### src/rtl/cpu_types_pkg.sv
// Shared CPU types plus the data-cache geometry, address split, frame layout
// and FSM states used by dcache_dm.
package cpu_types_pkg;

    typedef logic [31:0] word_t;

    localparam int DSETS  = 8;
    localparam int DWORDS = 2;
    localparam int DTAG_W = 26;
    localparam int DIDX_W = 3;

    typedef struct packed {
        logic [DTAG_W-1:0] tag;
        logic [DIDX_W-1:0] idx;
        logic              blkoff;
        logic [1:0]        bytoff;
    } dcachef_t;

    typedef struct packed {
        logic                     valid;
        logic                     dirty;
        logic [DTAG_W-1:0]        tag;
        word_t [DWORDS-1:0]       data;
    } dframe_t;

    typedef enum logic [3:0] {
        IDLE,
        WB0,
        WB1,
        LD0,
        LD1,
        FL_CHK,
        FL_WB0,
        FL_WB1,
        DONE
    } dcache_state_t;

endpackage

### src/rtl/dcache_dm_if.sv
// Datapath-side request/response and memory-side bus signals of dcache_dm.
interface dcache_dm_if;
    import cpu_types_pkg::*;

    logic  dmemREN, dmemWEN, halt, dhit, flushed;
    word_t dmemaddr, dmemstore, dmemload;
    logic  dwait, dREN, dWEN;
    word_t dload, daddr, dstore;

    modport slave (
        input  dmemREN, dmemWEN, dmemaddr, dmemstore, halt, dwait, dload,
        output dhit, dmemload, flushed, dREN, dWEN, daddr, dstore
    );

    modport master (
        output dmemREN, dmemWEN, dmemaddr, dmemstore, halt, dwait, dload,
        input  dhit, dmemload, flushed, dREN, dWEN, daddr, dstore
    );

endinterface

### src/rtl/dcache_dm.sv
// Direct-mapped write-back/write-allocate data cache with a flush-on-halt
// sequencer that writes every dirty frame back before raising flushed.
module dcache_dm
    import cpu_types_pkg::*;
(
    input  logic       CLK,
    input  logic       nRST,
    dcache_dm_if.slave bus
);

    dframe_t           frames_q [DSETS];
    dcache_state_t     state_q, state_d;
    logic [DIDX_W-1:0] cnt_q, cnt_d;
    logic [DIDX_W-1:0] req_idx_q, req_idx_d;
    logic [DTAG_W-1:0] req_tag_q, req_tag_d;

    dcachef_t          addr;
    logic              req, hit, victim_dirty, flush_dirty, last_set, xfer_done;
    logic [DIDX_W-1:0] wb_idx;
    logic              unused_bytoff;

    assign addr          = dcachef_t'(bus.dmemaddr);
    assign unused_bytoff = ^addr.bytoff;
    assign req           = bus.dmemREN | bus.dmemWEN;
    // halt wins over a request, so a hitting request is not serviced while halt is up
    assign hit           = (state_q == IDLE) && !bus.halt && req &&
                           frames_q[addr.idx].valid && (frames_q[addr.idx].tag == addr.tag);
    assign victim_dirty  = frames_q[addr.idx].valid && frames_q[addr.idx].dirty;
    assign flush_dirty   = frames_q[cnt_q].valid && frames_q[cnt_q].dirty;
    assign last_set      = &cnt_q;
    assign xfer_done     = !bus.dwait;
    assign wb_idx        = (state_q == FL_WB0 || state_q == FL_WB1) ? cnt_q : req_idx_q;

    always_ff @(posedge CLK or negedge nRST) begin
        if (!nRST) begin
            state_q   <= IDLE;
            cnt_q     <= '0;
            req_idx_q <= '0;
            req_tag_q <= '0;
        end else begin
            state_q   <= state_d;
            cnt_q     <= cnt_d;
            req_idx_q <= req_idx_d;
            req_tag_q <= req_tag_d;
        end
    end

    always_comb begin
        state_d   = state_q;
        cnt_d     = cnt_q;
        req_idx_d = req_idx_q;
        req_tag_d = req_tag_q;
        case (state_q)
            IDLE: begin
                req_tag_d = addr.tag;
                req_idx_d = addr.idx;
                if (bus.halt) begin
                    state_d = FL_CHK;
                    cnt_d   = '0;
                end else if (req && !hit) begin
                    state_d = victim_dirty ? WB0 : LD0;
                end
            end
            WB0:    if (xfer_done) state_d = WB1;
            WB1:    if (xfer_done) state_d = LD0;
            LD0:    if (xfer_done) state_d = LD1;
            LD1:    if (xfer_done) state_d = IDLE;
            FL_CHK: begin
                if (flush_dirty) begin
                    state_d = FL_WB0;
                end else begin
                    cnt_d   = cnt_q + 1'b1;
                    state_d = last_set ? DONE : FL_CHK;
                end
            end
            FL_WB0: if (xfer_done) state_d = FL_WB1;
            FL_WB1: begin
                if (xfer_done) begin
                    cnt_d   = cnt_q + 1'b1;
                    state_d = last_set ? DONE : FL_CHK;
                end
            end
            DONE:    state_d = DONE;
            default: state_d = IDLE;
        endcase
    end

    always_comb begin
        bus.dhit     = hit;
        bus.dmemload = hit ? frames_q[addr.idx].data[addr.blkoff] : '0;
        bus.flushed  = (state_q == DONE);
        bus.dREN     = 1'b0;
        bus.dWEN     = 1'b0;
        bus.daddr    = '0;
        bus.dstore   = '0;
        case (state_q)
            WB0, FL_WB0: begin
                bus.dWEN   = 1'b1;
                bus.daddr  = {frames_q[wb_idx].tag, wb_idx, 1'b0, 2'b00};
                bus.dstore = frames_q[wb_idx].data[0];
            end
            WB1, FL_WB1: begin
                bus.dWEN   = 1'b1;
                bus.daddr  = {frames_q[wb_idx].tag, wb_idx, 1'b1, 2'b00};
                bus.dstore = frames_q[wb_idx].data[1];
            end
            LD0: begin
                bus.dREN  = 1'b1;
                bus.daddr = {req_tag_q, req_idx_q, 1'b0, 2'b00};
            end
            LD1: begin
                bus.dREN  = 1'b1;
                bus.daddr = {req_tag_q, req_idx_q, 1'b1, 2'b00};
            end
            default: ;
        endcase
    end

    // Frame becomes valid only on the second fill beat, so an interrupted fill never hits.
    always_ff @(posedge CLK or negedge nRST) begin
        if (!nRST) begin
            for (int i = 0; i < DSETS; i++) frames_q[i] <= '0;
        end else begin
            if (hit && bus.dmemWEN) begin
                frames_q[addr.idx].data[addr.blkoff] <= bus.dmemstore;
                frames_q[addr.idx].dirty             <= 1'b1;
            end
            if (state_q == LD0 && xfer_done)
                frames_q[req_idx_q].data[0] <= bus.dload;
            if (state_q == LD1 && xfer_done) begin
                frames_q[req_idx_q].data[1] <= bus.dload;
                frames_q[req_idx_q].valid   <= 1'b1;
                frames_q[req_idx_q].dirty   <= 1'b0;
                frames_q[req_idx_q].tag     <= req_tag_q;
            end
            if (state_q == FL_WB1 && xfer_done)
                frames_q[cnt_q].dirty <= 1'b0;
        end
    end

endmodule

### src/flat_wrapper.sv
// flat-port wrapper written by rule: the top's interface ports become plain ports
module dcache_dm_flat import cpu_types_pkg::*;
  (CLK, nRST, bus_dmemREN, bus_dmemWEN, bus_dmemaddr, bus_dmemstore, bus_halt, bus_dwait, bus_dload, bus_dhit, bus_dmemload, bus_flushed, bus_dREN, bus_dWEN, bus_daddr, bus_dstore);
  dcache_dm_if bus_i ();
  input  logic CLK;
  input  logic nRST;
  input wire logic [$bits(bus_i.dmemREN)-1:0] bus_dmemREN;
  input wire logic [$bits(bus_i.dmemWEN)-1:0] bus_dmemWEN;
  input wire logic [$bits(bus_i.dmemaddr)-1:0] bus_dmemaddr;
  input wire logic [$bits(bus_i.dmemstore)-1:0] bus_dmemstore;
  input wire logic [$bits(bus_i.halt)-1:0] bus_halt;
  input wire logic [$bits(bus_i.dwait)-1:0] bus_dwait;
  input wire logic [$bits(bus_i.dload)-1:0] bus_dload;
  output wire logic [$bits(bus_i.dhit)-1:0] bus_dhit;
  output wire logic [$bits(bus_i.dmemload)-1:0] bus_dmemload;
  output wire logic [$bits(bus_i.flushed)-1:0] bus_flushed;
  output wire logic [$bits(bus_i.dREN)-1:0] bus_dREN;
  output wire logic [$bits(bus_i.dWEN)-1:0] bus_dWEN;
  output wire logic [$bits(bus_i.daddr)-1:0] bus_daddr;
  output wire logic [$bits(bus_i.dstore)-1:0] bus_dstore;
  assign bus_i.dmemREN = bus_dmemREN;
  assign bus_i.dmemWEN = bus_dmemWEN;
  assign bus_i.dmemaddr = bus_dmemaddr;
  assign bus_i.dmemstore = bus_dmemstore;
  assign bus_i.halt = bus_halt;
  assign bus_i.dwait = bus_dwait;
  assign bus_i.dload = bus_dload;
  assign bus_dhit = bus_i.dhit;
  assign bus_dmemload = bus_i.dmemload;
  assign bus_flushed = bus_i.flushed;
  assign bus_dREN = bus_i.dREN;
  assign bus_dWEN = bus_i.dWEN;
  assign bus_daddr = bus_i.daddr;
  assign bus_dstore = bus_i.dstore;
  dcache_dm u_core (.CLK(CLK), .nRST(nRST), .bus(bus_i));
endmodule
### config.mk
export PLATFORM = sky130hd
export DESIGN_NAME = dcache_dm_flat
export DESIGN_NICKNAME = d
export VERILOG_FILES = /design/src/rtl/cpu_types_pkg.sv /design/src/rtl/dcache_dm_if.sv /design/src/rtl/dcache_dm.sv /design/src/flat_wrapper.sv
export SDC_FILE = /design/constraint.sdc
export NUM_CORES = 2
export LEC_CHECK = 0
export ABC_CLOCK_PERIOD_IN_PS = 4700
export CELL_PAD_IN_SITES_DETAIL_PLACEMENT = 0
export CELL_PAD_IN_SITES_GLOBAL_PLACEMENT = 1
export CORE_UTILIZATION = 30
export DETAILED_ROUTE_END_ITERATION = 6
export PLACE_DENSITY = 0.53
export SETUP_SLACK_MARGIN = 0.5
export SYNTH_ARGS = -nofsm -noshare
export SYNTH_HDL_FRONTEND = slang
export SYNTH_SLANG_ARGS = --single-unit
### constraint.sdc
create_clock -name CLK -period 4.7 [get_ports CLK]
set_input_delay 0.705 -clock CLK [delete_from_list [all_inputs] [get_ports CLK]]
set_output_delay 0.705 -clock CLK [all_outputs]
set_load 0.02 [all_outputs]
==> impl_metrics.ini <==
[synthesis]
yosysUniqueCellTypes = 66
ys_ff_latch = 772
seq_area_frac_synth = 0.403
netlist_instances = 5494
synth_top_area_share = 0.403
synth.most_common_cell = nand2_1
syn_area_mm2 = 0.0480
synthFlopType = dfrtp_1
syn_area_per_cell_um2 = 8.74
yosysWarnings = 0
async_flop_share = 1.00
ys_top_cells_by_area = dfrtp_1 40%, mux4_2 11%, a31oi_1 6.9%
yosys-top-cells-count = 805 x nand2_1, 772 x dfrtp_1, 614 x nor2_1
synth_edf_count = 0
synth_area_leader_cell = dfrtp_1

[run_status]
status = finished with violations
violations = setup timing

[routing]
wire_per_inst_um = 35.1
wl_um = 269000
drcViolationCount = 0
drtIter0Drc = 6586
dr.pass1.iters = 6
detail-route-antenna-nets = 0
detail_route.vias_per_cell = 6.44
vias = 49400

[finish]
fill_cells = 15800
fin_util = 0.372
drive_gt1_frac = 0.208
final-instance-count-excl-fill = 7672
finalNetCount = 5598
area_growth_pct = 23.1

[floorplanning]
num_io_pins = 202
die_h_um = 402
fp-row-count = 146
core_area_mm2 = 0.159
die_w_um = 402
dieArea_mm2 = 0.162
start_util = 0.303

[global_route]
grt_max_degree = 123
grt_pass1_vias = 46300
antenna_found_initial = 35
grt_pass1_wl_um = 377000
grt_usage = 0.323
overflow = 0

[critical_path]
r2r-end = u_core.frames_q[483]
cp_max_fo = 6
reg2reg_slack_ps = 720
reg2reg_depth = 12
crit_required_ps = 3990
critPathCaptureType = output pin
arrival_ps = 4120
startpoint_type = register
crit_type = register to output pin

[timing]
relSlewSlack = 0.0895
worst_slew_pin_slew_ps = 1350
fin_crit_sh = 1.03
drv_slew = 0
finClkSkew_ps = 28.6
hold_viol_final = 0
final.setup.worst_slack_ps = -121
setup_viol = 12
holdWs_ps = 492
period_needed_ps = 4820
rsz0062_at_grt = true
timing.fmax_ghz = 0.207

[clock_tree]
cts_tree = done
cts_made_buffers = 100
clock-sinks = 772
root_buffer = clkbuf_16
clk_path_buf_depth = 3
htree_levels = 3
cts.clk_slew.worst_paths_ps = 60
insertion_delay_ps = 740

[min_path]
hold_path_depth = 1
hold_path_class = register to register

[power]
p_per_area_mw_per_mm2 = 667
ir_worst_vdd_v = 0.000390
leakage_uw = 0.0245

[place]
dp.cells = 7381
place.gp.congestion = 0.841
port_buffers = 197
post-dp-hpwl_um = 158000

[job]
max-cap-violations = 0
[cell type report]
class	instances	area (µm²)	area share
clock inverters	29	332	0.00561
inverters	11	46.3	0.000784
clock buffers	158	3100	0.0525
flip-flops and latches	772	19300	0.327
multi-input cells	3970	26600	0.451
repair buffers	639	6980	0.118
well taps	2072	2590	0.0439
diodes	21	52.6	0.000890
[power by group]
| group | switching, µW | internal [µW] | total (µW) |
|---|---|---|---|
| Combinational | 9680 | 9120 | 18800 |
| Clock | 3420 | 4840 | 8260 |
| Sequential | 2770 | 9550 | 12300 |
| Total | 15900 | 23500 | 39400 |
[layer usage]
layer | global-route usage | wire (µm) | up-vias | share of wire
met5 | 0 | 56 | - | 0.00021
met4 | 0.124 | 10200 | 8 | 0.038
met3 | 0.0735 | 26900 | 501 | 0.10
met2 | 0.481 | 119000 | 3093 | 0.44
met1 | 0.454 | 114000 | 25500 | 0.42
li1 | - | - | 20300 | -
[metrics by stage]
step                cell area [µm²]  power, µW  TNS, ps  setup slack, ps
detailed placement            53600      28300  -219860             -996
floorplan                     48000      21400        0              421
global placement              53600      28100  -251040            -1030
global route                  59100      41000    -1940             -187
CTS                           58400      38400    -1480             -150
finish                        59100      39400     -636             -121
[repair_timing]
action,CTS,global route
pin swaps,17,15
setup buffers,44,25
setup endpoints to repair,574,85
hold endpoints to repair,6,0
gates cloned,11,2
resized for setup,471,150
hold buffers,1,0
[worst max-delay path by stage]
| stage | start | to | slack, ps | depth (start not counted) |
|---|---|---|---|---|
| floorplan | bus_dmemaddr[4] | bus_dmemload[10] | 420 | 14 |
| finish | register | bus_dmemload[22] | -120 | 12 |
| detailed placement | bus_dmemaddr[3] | bus_dmemload[6] | -1000 | 14 |
| CTS | register | bus_dmemload[22] | -150 | 12 |
| global placement | bus_dmemaddr[3] | bus_dmemload[6] | -1030 | 14 |
| global route | register | bus_dmemload[29] | -190 | 11 |
[logic make-up (layout without fill, tap and decap cells)]
| logic type | count (synthesis) | in the layout | share of synthesized area |
|---|---|---|---|
| simple gates | 2035 | 2035 | 0.191 |
| compound gates | 1428 | 1428 | 0.175 |
| flops | 772 | 772 | 0.403 |
| buf+inv | 753 | 837 | 0.0630 |
| mux | 480 | 480 | 0.164 |
| xor+xnor | 23 | 23 | 0.00420 |
| fa+ha+maj | 2 | 2 | 0.000521 |
| other cells | 1 | 23 | 0.0000781 |
[cell usage in the layout, fill, tap and decap left out, types with 10 or more instances in the layout]
master and count:
nand2_1 774, clkdlybuf4s50_1 98, nor2_1 595, o221ai_1 23
nand2_4 12, buf_12 92, a211oi_1 19, mux2i_2 24
a21oi_2 10, o22ai_1 122, buf_6 66, clkbuf_8 34
o21ai_0 563, xnor2_1 20, nor3_1 13, nand2_2 18
buf_2 14, nand4_1 515, a31oi_1 525, dfrtp_1 772
nand2b_1 18, mux4_2 237, a221oi_1 12, o21ai_1 30
clkbuf_16 104, clkinv_2 18, mux2_2 58, buf_8 11
diode_2 21, buf_4 321, nand3_1 11, buf_16 19
clkbuf_1 22, o22ai_2 11, mux2i_4 15, a21oi_1 53
mux2i_1 145, nor2_4 18
[critical path, cell delays in order (launching register included)]
cell and delay [ps]:
dfrtp_1 400, mux4_2 240, mux2i_1 90, or4_4 610, a21oi_1 190, or3b_1 370, or4_4 590, buf_12 200
buf_12 130, buf_8 110, a21oi_4 140, buf_12 150, buf_12 120
(Power assumes the default switching activity.)
